<file path="src/rtl/m_issue_pkg.sv">
// Shared types and constants for the M-extension issue controller.
package m_issue_pkg;

  typedef enum logic [1:0] {IDLE, ISSUE, DRAIN, DONE} m_state_e;

  localparam logic [6:0] OPCODE_OP     = 7'b0110011;
  localparam logic [6:0] FUNCT7_MULDIV = 7'b0000001;
  localparam int         CNT_W         = 8;

  // Saturating increment for the timeout counter.
  function automatic logic [CNT_W-1:0] sat_inc(input logic [CNT_W-1:0] v);
    return (&v) ? v : v + 1'b1;
  endfunction

endpackage

</file>
<file path="src/rtl/m_issue_ctrl_if.sv">
// Coprocessor (PCPI) handshake between the EX-stage initiator and the M unit.
interface m_issue_ctrl_if;
  logic        pcpi_valid;
  logic [31:0] pcpi_insn;
  logic [31:0] pcpi_rs1;
  logic [31:0] pcpi_rs2;
  logic [4:0]  pcpi_rd;
  logic        pcpi_wr;
  logic [31:0] pcpi_result;
  logic        pcpi_busy;
  logic        pcpi_ready;
  logic [4:0]  pcpi_result_dest;

  modport master (
    output pcpi_valid, pcpi_insn, pcpi_rs1, pcpi_rs2, pcpi_rd,
    input  pcpi_wr, pcpi_result, pcpi_busy, pcpi_ready, pcpi_result_dest
  );

  modport slave (
    input  pcpi_valid, pcpi_insn, pcpi_rs1, pcpi_rs2, pcpi_rd,
    output pcpi_wr, pcpi_result, pcpi_busy, pcpi_ready, pcpi_result_dest
  );
endinterface

</file>
<file path="src/rtl/m_insn_decode.sv">
// RV32M detector for the EX stage; shared with the hazard unit.
import m_issue_pkg::*;

module m_insn_decode (
  input  logic        ex_valid,
  input  logic [31:0] ex_instruction,
  input  logic        ex_flush,
  output logic        is_m
);

  // Register/funct3 fields do not affect classification.
  logic unused_fields;
  assign unused_fields = ^ex_instruction[24:7];

  // A live, unflushed OP instruction with the MULDIV funct7.
  assign is_m = ex_valid && !ex_flush &&
                (ex_instruction[6:0]   == OPCODE_OP) &&
                (ex_instruction[31:25] == FUNCT7_MULDIV);

endmodule

</file>
<file path="src/rtl/m_issue_ctrl.sv">
// EX-stage initiator: launches RV32M ops on the coprocessor port, stalls
// until the unit answers, and returns one registered writeback beat.
import m_issue_pkg::*;

module m_issue_ctrl #(
  parameter int TIMEOUT_CYCLES = 64
) (
  input  logic           clk,
  input  logic           resetn,
  input  logic           ex_valid,
  input  logic [31:0]    ex_instruction,
  input  logic [31:0]    ex_rs1,
  input  logic [31:0]    ex_rs2,
  input  logic [4:0]     ex_rd,
  input  logic           ex_flush,
  m_issue_ctrl_if.master pcpi,
  output logic           m_stall,
  output logic           wb_valid,
  output logic [4:0]     wb_rd,
  output logic [31:0]    wb_data,
  output logic           m_timeout,
  output logic           m_dest_err
);

  localparam logic [CNT_W-1:0] TO_LIM = CNT_W'(TIMEOUT_CYCLES);

  m_state_e         state;
  logic [CNT_W-1:0] cnt;
  logic [CNT_W-1:0] cnt_inc;
  logic             to_hit;
  logic             wb_en;
  logic             is_m;

  // Busy is informational; the handshake is driven by ready alone.
  logic unused_busy;
  assign unused_busy = pcpi.pcpi_busy;

  m_insn_decode u_dec (
    .ex_valid       (ex_valid),
    .ex_instruction (ex_instruction),
    .ex_flush       (ex_flush),
    .is_m           (is_m)
  );

  assign cnt_inc = sat_inc(cnt);
  assign to_hit  = (cnt_inc >= TO_LIM);

  // Stall: held through ISSUE; in IDLE/DRAIN only an M op waits; never in reset.
  always_comb begin
    m_stall = 1'b0;
    if (!resetn) begin
      case (state)
        IDLE, DRAIN: m_stall = is_m;
        ISSUE:       m_stall = 1'b1;
        default:     m_stall = 1'b0;
      endcase
    end
  end

  // A redirect arriving in DONE kills the beat in the same cycle.
  assign wb_valid = (state == DONE) && wb_en && !ex_flush;

  // Issue state machine with operand latches, timeout counter and writeback regs.
  always_ff @(posedge clk) begin
    if (resetn) begin
      state           <= IDLE;
      cnt             <= '0;
      wb_en           <= 1'b0;
      wb_rd           <= '0;
      wb_data         <= '0;
      m_timeout       <= 1'b0;
      m_dest_err      <= 1'b0;
      pcpi.pcpi_valid <= 1'b0;
      pcpi.pcpi_insn  <= '0;
      pcpi.pcpi_rs1   <= '0;
      pcpi.pcpi_rs2   <= '0;
      pcpi.pcpi_rd    <= '0;
    end else begin
      m_timeout  <= 1'b0;
      m_dest_err <= 1'b0;
      case (state)
        IDLE: begin
          if (is_m) begin
            pcpi.pcpi_valid <= 1'b1;
            pcpi.pcpi_insn  <= ex_instruction;
            pcpi.pcpi_rs1   <= ex_rs1;
            pcpi.pcpi_rs2   <= ex_rs2;
            pcpi.pcpi_rd    <= ex_rd;
            cnt             <= '0;
            state           <= ISSUE;
          end
        end
        ISSUE: begin
          cnt <= cnt_inc;
          if (pcpi.pcpi_ready) begin
            wb_data         <= pcpi.pcpi_result;
            wb_rd           <= pcpi.pcpi_rd;
            wb_en           <= pcpi.pcpi_wr;
            m_dest_err      <= (pcpi.pcpi_result_dest != pcpi.pcpi_rd);
            pcpi.pcpi_valid <= 1'b0;
            state           <= DONE;
          end else if (ex_flush) begin
            // The unit cannot abort: keep the request up and swallow its answer.
            cnt   <= '0;
            state <= DRAIN;
          end else if (to_hit) begin
            m_timeout       <= 1'b1;
            wb_en           <= 1'b0;
            pcpi.pcpi_valid <= 1'b0;
            state           <= DONE;
          end
        end
        DRAIN: begin
          cnt <= cnt_inc;
          if (pcpi.pcpi_ready) begin
            pcpi.pcpi_valid <= 1'b0;
            state           <= IDLE;
          end else if (to_hit) begin
            m_timeout       <= 1'b1;
            pcpi.pcpi_valid <= 1'b0;
            state           <= IDLE;
          end
        end
        DONE: begin
          wb_en <= 1'b0;
          state <= IDLE;
        end
        default: state <= IDLE;
      endcase
    end
  end

endmodule

</file>
<file path="src/flat_wrapper.sv">
// flat-port wrapper written by rule: the top's interface ports become plain ports
module m_issue_ctrl_flat 
#(
  parameter int TIMEOUT_CYCLES = 64
)
  (clk, resetn, ex_valid, ex_instruction, ex_rs1, ex_rs2, ex_rd, ex_flush, m_stall, wb_valid, wb_rd, wb_data, m_timeout, m_dest_err, pcpi_pcpi_valid, pcpi_pcpi_insn, pcpi_pcpi_rs1, pcpi_pcpi_rs2, pcpi_pcpi_rd, pcpi_pcpi_wr, pcpi_pcpi_result, pcpi_pcpi_busy, pcpi_pcpi_ready, pcpi_pcpi_result_dest);
  m_issue_ctrl_if pcpi_i ();
  input  logic clk;
  input  logic resetn;
  input  logic ex_valid;
  input  logic [31:0] ex_instruction;
  input  logic [31:0] ex_rs1;
  input  logic [31:0] ex_rs2;
  input  logic [4:0] ex_rd;
  input  logic ex_flush;
  output logic m_stall;
  output logic wb_valid;
  output logic [4:0] wb_rd;
  output logic [31:0] wb_data;
  output logic m_timeout;
  output logic m_dest_err;
  output wire logic [$bits(pcpi_i.pcpi_valid)-1:0] pcpi_pcpi_valid;
  output wire logic [$bits(pcpi_i.pcpi_insn)-1:0] pcpi_pcpi_insn;
  output wire logic [$bits(pcpi_i.pcpi_rs1)-1:0] pcpi_pcpi_rs1;
  output wire logic [$bits(pcpi_i.pcpi_rs2)-1:0] pcpi_pcpi_rs2;
  output wire logic [$bits(pcpi_i.pcpi_rd)-1:0] pcpi_pcpi_rd;
  input wire logic [$bits(pcpi_i.pcpi_wr)-1:0] pcpi_pcpi_wr;
  input wire logic [$bits(pcpi_i.pcpi_result)-1:0] pcpi_pcpi_result;
  input wire logic [$bits(pcpi_i.pcpi_busy)-1:0] pcpi_pcpi_busy;
  input wire logic [$bits(pcpi_i.pcpi_ready)-1:0] pcpi_pcpi_ready;
  input wire logic [$bits(pcpi_i.pcpi_result_dest)-1:0] pcpi_pcpi_result_dest;
  assign pcpi_pcpi_valid = pcpi_i.pcpi_valid;
  assign pcpi_pcpi_insn = pcpi_i.pcpi_insn;
  assign pcpi_pcpi_rs1 = pcpi_i.pcpi_rs1;
  assign pcpi_pcpi_rs2 = pcpi_i.pcpi_rs2;
  assign pcpi_pcpi_rd = pcpi_i.pcpi_rd;
  assign pcpi_i.pcpi_wr = pcpi_pcpi_wr;
  assign pcpi_i.pcpi_result = pcpi_pcpi_result;
  assign pcpi_i.pcpi_busy = pcpi_pcpi_busy;
  assign pcpi_i.pcpi_ready = pcpi_pcpi_ready;
  assign pcpi_i.pcpi_result_dest = pcpi_pcpi_result_dest;
  m_issue_ctrl #(.TIMEOUT_CYCLES(TIMEOUT_CYCLES)) u_core (.clk(clk), .resetn(resetn), .ex_valid(ex_valid), .ex_instruction(ex_instruction), .ex_rs1(ex_rs1), .ex_rs2(ex_rs2), .ex_rd(ex_rd), .ex_flush(ex_flush), .pcpi(pcpi_i), .m_stall(m_stall), .wb_valid(wb_valid), .wb_rd(wb_rd), .wb_data(wb_data), .m_timeout(m_timeout), .m_dest_err(m_dest_err));
endmodule
</file>
<file path="config.mk">
export PLATFORM = sky130hd
export DESIGN_NAME = m_issue_ctrl_flat
export DESIGN_NICKNAME = d
export VERILOG_FILES = /design/src/rtl/m_issue_pkg.sv /design/src/rtl/m_issue_ctrl_if.sv /design/src/rtl/m_insn_decode.sv /design/src/rtl/m_issue_ctrl.sv /design/src/flat_wrapper.sv
export SDC_FILE = /design/constraint.sdc
export NUM_CORES = 1
export LEC_CHECK = 0
export BUFFER_PORTS_ARGS = -buffer_cell sky130_fd_sc_hd__buf_2
export CORE_ASPECT_RATIO = 1.75
export CORE_MARGIN = 5
export CORE_UTILIZATION = 41
export DETAILED_ROUTE_END_ITERATION = 7
export GPL_ROUTABILITY_DRIVEN = 0
export GPL_TIMING_DRIVEN = 0
export PLACE_DENSITY = 0.76
export SLEW_MARGIN = 15
export SYNTH_ARGS = -nofsm -noshare
export SYNTH_HDL_FRONTEND = slang
export SYNTH_SLANG_ARGS = --single-unit
export TNS_END_PERCENT = 1
</file>
<file path="constraint.sdc">
create_clock -name clk -period 2.55 [get_ports clk]
set_input_delay 0.51 -clock clk [delete_from_list [all_inputs] [get_ports clk]]
set_output_delay 0.51 -clock clk [all_outputs]
set_load 0.03 [all_outputs]
</file>
==> results.md, run 1 <==
- Area of the multi-input gates: around 2300 sq um
- Core area: about 13000 sq um
- Die ar.: around 16000 sq um
- Post-synth EDFFs: 0
- Post-layout util: between 50% and 60%
- Status: finished, violations left
- Post-synthesis mux area share: 0.356%
- Synth Area in Simple Gates: between 20% and 30%
- Relative slew margins: a little over half
- Final ANT Viol Nets: 0
- Final period utilization: 101%
- Vias/cell: slightly below 5
- Routed wl met2: around 10 mm
- Pins Over Slew Limit: 0
- Largest family of logic cells by synthesized area: simple AND/OR/NAND/NOR gates
- Initial DRC Count: between 200 and 250
- Worst Setup Start Kind: primary input
- Vias in the first global route: 5609
- PortBufs: around 290
- Initial Utilization: a little over two fifths
- Netlist Area Pre-Place: 5620 sq um
- DIE HEIGHT: about 160 um
- Slew @ Worst Pin: roughly 0.69 ns
- Static Leak: 0.00359 uW
- Top routing layer used: met5
- Worst Hold Class: in -> reg
- Boundary pin count: between 200 and 300
- Post-Route WL: 18.7 mm
- Buffer depth of the longest clock path: 2
- Max cap viols: 0
- PnR worst setup slack: -0.0217 ns
- Synth Area in Adders: 1.11%
- Critical Path RT: 2.04 ns
- Max Freq: between 0.3 and 0.4 GHz
- Pwr/cell area: 647 nW/um^2
- Syn_area_per_cell: 8.06 sq um
- FFs w/ async S/R, synth: 0%
- Crit path kind: in -> out
- Unrepaired setup endpoints after global routing: yes
- NetSw: approximately 1200 uW
- Compound-Gate Fraction of Synth Area: between 10% and 20%
- Synth-to-Final Area Change: 41.2%
- #FFs+latches synth: roughly 150
- Final Skew: ~0.0092 ns
- Syn_nets: 847
- Hold-fix buffers, CTS: 0
- Placed cell count: between 1000 and 1500
- Reg power frac: 46.2%
- Worst-path fanout max: 2
- Clock sinks: 152
- Worst vdd ir: between 0.0004 and 0.0005 V
- Post-DP HPWL: roughly 15 mm
- Initial antenna violation count: 2
- Area contributors post-synth: dfxtp_1 (54%), nand2_1 (17%), a21oi_1 (12%)
- Clock slew at reported path FFs: roughly 0.07 ns
- Setup TNS Final: -0.0217 ns
- Synth Area in XOR/XNOR: 0.780%
- Rows: 56
- Sequential standard cell area: between 3000 and 4000 sq um
- Switching Share: 23.0%
- Critical path endpoint category: output pin
- Failing checks: negative setup slack
- H-tree levels: 4
- WL per Instance: 15.7 um
- Met3 wire length: roughly 1.2 mm
- Via count: approximately 5800
- Min cycle time layout: around 2.6 ns
- Post-synth cell types: 46
- DR pass1 iterations: 4
- WL met1: 6.88 mm
- Nets: approximately 1200
- Gr usage total: between 20% and 30%
- Yosys warns: 0
- CP Data Arrival Time: around 2 ns
- Total gr overflow: 0
- Fin. Hold Viols: 0
- Setup violations, final: 1
- DRC violations left: 0
- Fillers: 1281
- First-pass GRT wire length: approximately 28 mm
- Mapped Cells: approximately 700
- Synth top area share: 54.2%
- Yosys top cell by area: dfxtp_1
- Largest net degree at the start of global routing: 17
- Internal Power: ~4000 uW
- Register area share after synthesis: a little over half
- Later-pin clock latency in the skew report: about 0.42 ns
- Share of cells above drive strength 1: 34.1%
- CTS tree: yes
- Synth Flop Type: dfxtp_1
- Die X: just under 100 um
- Gate power share: about 3.4%
- Layout Cells excl Fill: roughly 1200
- TritonCTS Buffers: 17
- Clk pwr share: between 50% and 60%
- Root buf cell: clkbuf_16
[power groups by stage]
stage               Sequential (uW)  Clock [uW]  Combinational [uW]
floorplan                      2430           0                42.9
global route                   2370        2740                 195
finish                         2370        2580                 176
detailed placement             2430           0                 173
global placement               2430           0                 174
CTS                            2370        2620                 177
[cell usage in the layout (no fill, tap or decap), types with 3 or more instances in the layout]
cell type / n
and2_1: 4
a21oi_1: 129
inv_6: 5
nand2_1: 259
inv_8: 3
dfxtp_1: 152
nor2_1: 16
buf_6: 8
and3_1: 10
inv_1: 8
clkinv_4: 3
clkbuf_1: 30
clkbuf_16: 17
nand3_1: 4
buf_2: 295
ha_1: 5
xor2_1: 3
and4_1: 4
nor3_1: 5
o21ai_0: 7
[state kept, by name, indices dropped and copies added (netlist names)]
signal / flops
u_core.pcpi.pcpi_insn: 32
u_core.cnt: 8
u_core.pcpi.pcpi_rs2: 32
u_core.wb_en: 1
u_core.pcpi.pcpi_rs1: 32
u_core.m_dest_err: 1
u_core.state: 2
u_core.m_timeout: 1
u_core.pcpi.pcpi_valid: 1
u_core.pcpi.pcpi_rd: 5
u_core.wb_rd: 5
u_core.wb_data: 32
[area by class of cell]
type                       instances  area share (%)
antenna                            2          0.0631
buffer                            48            2.93
clock buffer                      17            5.36
clock inverter                    15            2.33
inverter                           8           0.378
multi-input combinational        489            29.4
sequential                       152            38.4
tap                              174            2.74
timing repair buffer             288            18.5
[critical path, cell delays in order]
cell     delay [ns]
buf_6          0.09
or4bb_1        0.52
or4_4          0.55
nor2_4         0.11
a21oi_2        0.05
nor2_2         0.09
buf_6          0.14
[worst paths after layout]
path | slack, ns | startpoint | cells past startpoint | end
worst max-delay path | -0.02 | ex_instruction[3] | 7 | m_stall
worst min-delay path | 0.32 | ex_instruction[17] | 3 | u_core.pcpi.pcpi_insn[17]$_SDFFE_PP0P_
worst max register to register | 0.24 | u_core.state[0]$_SDFFE_PP0P_ | 7 | u_core.wb_data[0]$_SDFFE_PP0P_
worst min register to register | 0.45 | u_core.wb_data[12]$_SDFFE_PP0P_ | 2 | u_core.wb_data[12]$_SDFFE_PP0P_
[cell families after synthesis]
group                      Yosys count
and+or+nand+nor                    320
xor gates and xnor gates             5
DFF                                152
buffers and inverters               56
muxes                                2
adders and majority gates            5
AOI/OAI and AO/OA                  157
[cells in the mapped netlist, types with 2 or more instances]
cell type,number
nand2b_1,2
nor3_1,5
nand4b_1,2
inv_1,8
xor2_1,3
a311oi_1,2
mux2i_1,2
ha_1,5
or4_1,2
nand3_1,4
buf_6,5
and4_1,4
nand2_1,259
o21ai_0,7
and3_1,10
nor2_1,18
o221a_2,2
and2_1,4
a211oi_1,2
dfxtp_1,152
nor3b_1,2
xnor2_1,2
o21a_1,2
a31oi_1,2
a21oi_1,130
clkbuf_1,30
buf_2,12
[timing repair]
action                                  CTS  global route
resized for setup                         4             4
endpoints found under the setup margin    1             1
cloned                                    0             0
pin swaps                                 2             1
buffers inserted                          2             0
[routing by layer]
| metal | global-route usage (%) | vias up |
|---|---|---|
| met5 | 0 | - |
| met1 | 22.9 | 2620 |
| met3 | 5.79 | 40 |
| met4 | 9.70 | 2 |
| li1 | - | 2917 |
| met2 | 40.6 | 215 |
[per-stage QoR]
step                setup WS, ns  hold slack [ns]  power [uW]  area, sq um
floorplan                 0.0354            0.430        2470         5620
global placement          -0.187            0.438        2600         7270
detailed placement        -0.209            0.444        2600         7270
CTS                     -0.00277            0.311        5170         7910
global route             -0.0962            0.313        5300         7930
finish                   -0.0217            0.320        5130         7930
No activity file was read; power rests on OpenSTA's default activity.
==> run 2: changes to the inputs <==
--- a/config.mk
+++ b/config.mk
@@ -13,6 +13,7 @@
 export GPL_ROUTABILITY_DRIVEN = 0
 export GPL_TIMING_DRIVEN = 0
 export PLACE_DENSITY = 0.76
+export SKIP_CTS_REPAIR_TIMING = 1
 export SLEW_MARGIN = 15
 export SYNTH_ARGS = -nofsm -noshare
 export SYNTH_HDL_FRONTEND = slang
==> run 2 against run 1 <==
Worst hold slack about the same. Critical path type unchanged. Cell count about the same. Fmax increased by 0.46%. Highest routed layer unchanged. Combinational power about the same. The run still ends with negative setup slack left.
==> results.md, run 2 (synthesized netlist as in run 1, its figures left out) <==
- Post-place setup slack: -0.209 ns
- Root buf cell: clkbuf_16
- PortBufs: 286
- RR Startpoint: u_core.state[0]$_SDFFE_PP0P_
- Delay-heaviest family, CP: simple AND/OR/NAND/NOR gates
- Max cap viols: 0
- Design Power: around 5100 uW
- Post-layout util: 58.9%
- Unrepaired setup endpoints after global routing: yes
- Placed cell count: between 1000 and 1500
- Slowest library cell on the worst path: or4_4
- Nets: 1153
- R2R setup slack: approximately 0.25 ns
- Largest net degree at the start of global routing: 17
- Post-DP HPWL: about 15 mm
- Worst-path fanout max: 2
- DR pass1 iterations: 4
- Fin. Hold Viols: 0
- Boundary pin count: ~290
- Vias in the first global route: about 5600
- Initial Utilization: 41.8%
- Final period utilization: 100%
- First-pass GRT wire length: around 28 mm
- Crit path kind: in -> out
- Setup violations, final: 1
- Share of cells above drive strength 1: between 30 and 40%
- DRC violations left: 0
- Die ar.: approximately 16000 sq um
- Final Skew: 0.00918 ns
- DIE HEIGHT: roughly 160 um
- Rows: 56
- Relative slew margins: 54.0%
- Crit path capture: m_stall
- M1 GR Usage: around 23%
- Commonest non-fill, non-tap cells in the layout: buf_2 (296), nand2_1 (259), dfxtp_1 (152), a21oi_1 (129), clkbuf_1 (30)
- Worst vdd ir: ~0.00045 V
- Crit path cell chain: buf_6 -> or4bb_4 -> or4_4 -> nor2_4 -> a21oi_2 -> nor2_2 -> buf_6
- Routing usage on met3: under 10%
- PnR worst setup slack: -0.00986 ns
- CTS tree: yes
- Buffer depth of the longest clock path: 2
- Slew @ Worst Pin: 0.689 ns
- FF-to-FF End: u_core.wb_data[0]$_SDFFE_PP0P_
- Grt peak-use layer: met2
- Largest stage delay on the critical path: approximately 0.55 ns
- Setup TNS Final: -0.00986 ns
- Vias/cell: approximately 5
- Final ANT Viol Nets: 0
- CP Buf/Inv Count: 2
- Core area: between 10000 and 15000 sq um
- Layout Cells excl Fill: 1192
- Clock slew at reported path FFs: ~0.07 ns
- Failing checks: negative setup slack
- CP Data Arrival Time: 2.05 ns
- Critical path endpoint category: output pin
- R2R cell count: 7
- Max Freq: approximately 0.4 GHz
- Pins Over Slew Limit: 0
- GRT met2 Usage: 40.6%
- Worst path depth: 7
- Leading cell type in the layout, fill and taps excluded: buf_2
- Most frequent CP cell: buf_6
- Clock sinks: ~150
- Min cycle time layout: roughly 2.6 ns
- Post-Route WL: roughly 19 mm
- H-tree levels: 4
- Initial DRC Count: between 200 and 250
- Synth-to-Final Area Change: 41.0%
- TritonCTS Buffers: 17
- Via count: slightly below 6000
- Total gr overflow: 0
- Worst Setup Start Kind: primary input
- Worst Hold Class: in -> reg
- Gr usage total: 21.9%
- Static Leak: about 0.0036 uW
- Critical Path RT: approximately 2.0 ns
- Pwr/cell area: 648 nW/um^2
- Die X: between 90 and 100 um
- Later-pin clock latency in the skew report: ~0.42 ns
- WL per Instance: roughly 16 um
- Initial antenna violation count: 2
- CP startpoint: ex_instruction[3]
- Status: finished, violations left
## run 2: changes by cell type in the layout (fill, tap and decap cells not counted), sizes merged
cell / delta
buf: -1
## run 2: cell type report
class	instances	area (sq um)
fillers	1280	5530
flip-flops and latches	152	3040
multi-input cells	489	2330
repair buffers	287	1450
clock buffers	17	425
plain buffers	48	233
well taps	174	218
clock inverters	15	185
inverters	8	30.0
diodes	2	5.00
## run 2: worst min path at each step
| stage | cells after the start | start | slack [ns] | end |
|---|---|---|---|---|
| after CTS | 3 | ex_rs1[20] | 0.31 | u_core.pcpi.pcpi_rs1[20]$_SDFFE_PP0P_ |
| final | 3 | ex_instruction[17] | 0.32 | u_core.pcpi.pcpi_insn[17]$_SDFFE_PP0P_ |
| after global placement | 2 | u_core.pcpi.pcpi_rs2[27]$_SDFFE_PP0P_ | 0.44 | u_core.pcpi.pcpi_rs2[27]$_SDFFE_PP0P_ |
| after detailed placement | 2 | u_core.wb_data[4]$_SDFFE_PP0P_ | 0.44 | u_core.wb_data[4]$_SDFFE_PP0P_ |
| after floorplan | 2 | u_core.wb_en$_SDFFE_PP0P_ | 0.43 | u_core.wb_en$_SDFFE_PP0P_ |
| after global routing | 3 | ex_rs1[20] | 0.31 | u_core.pcpi.pcpi_rs1[20]$_SDFFE_PP0P_ |
## run 2: metal layers
metal  up-vias  share of wire (%)
met3        44                6.4
li1       2913                  -
met4         2                3.0
met5         -              0.070
met1      2637                 37
met2       222                 54
## run 2: worst reg2reg max path: stages, from the launching register on
cell and delay (ns):
dfxtp_1 0.47, ha_1 0.19, clkbuf_1 0.28, and2_1 0.18
clkbuf_1 0.39, clkbuf_1 0.45, nand2_1 0.13, a21oi_1 0.15
## run 2: where the power goes
part           switching [uW]  internal, uW
sequential              0.175          2370
clock                    1090          1490
combinational            84.6          91.1
total                    1180          3950
## run 2: through the flow
stage	hold slack (ns)	cell area [sq um]
global route	0.313	7920
global placement	0.438	7270
CTS	0.311	7880
detailed placement	0.444	7270
floorplan	0.430	5620
finish	0.320	7920
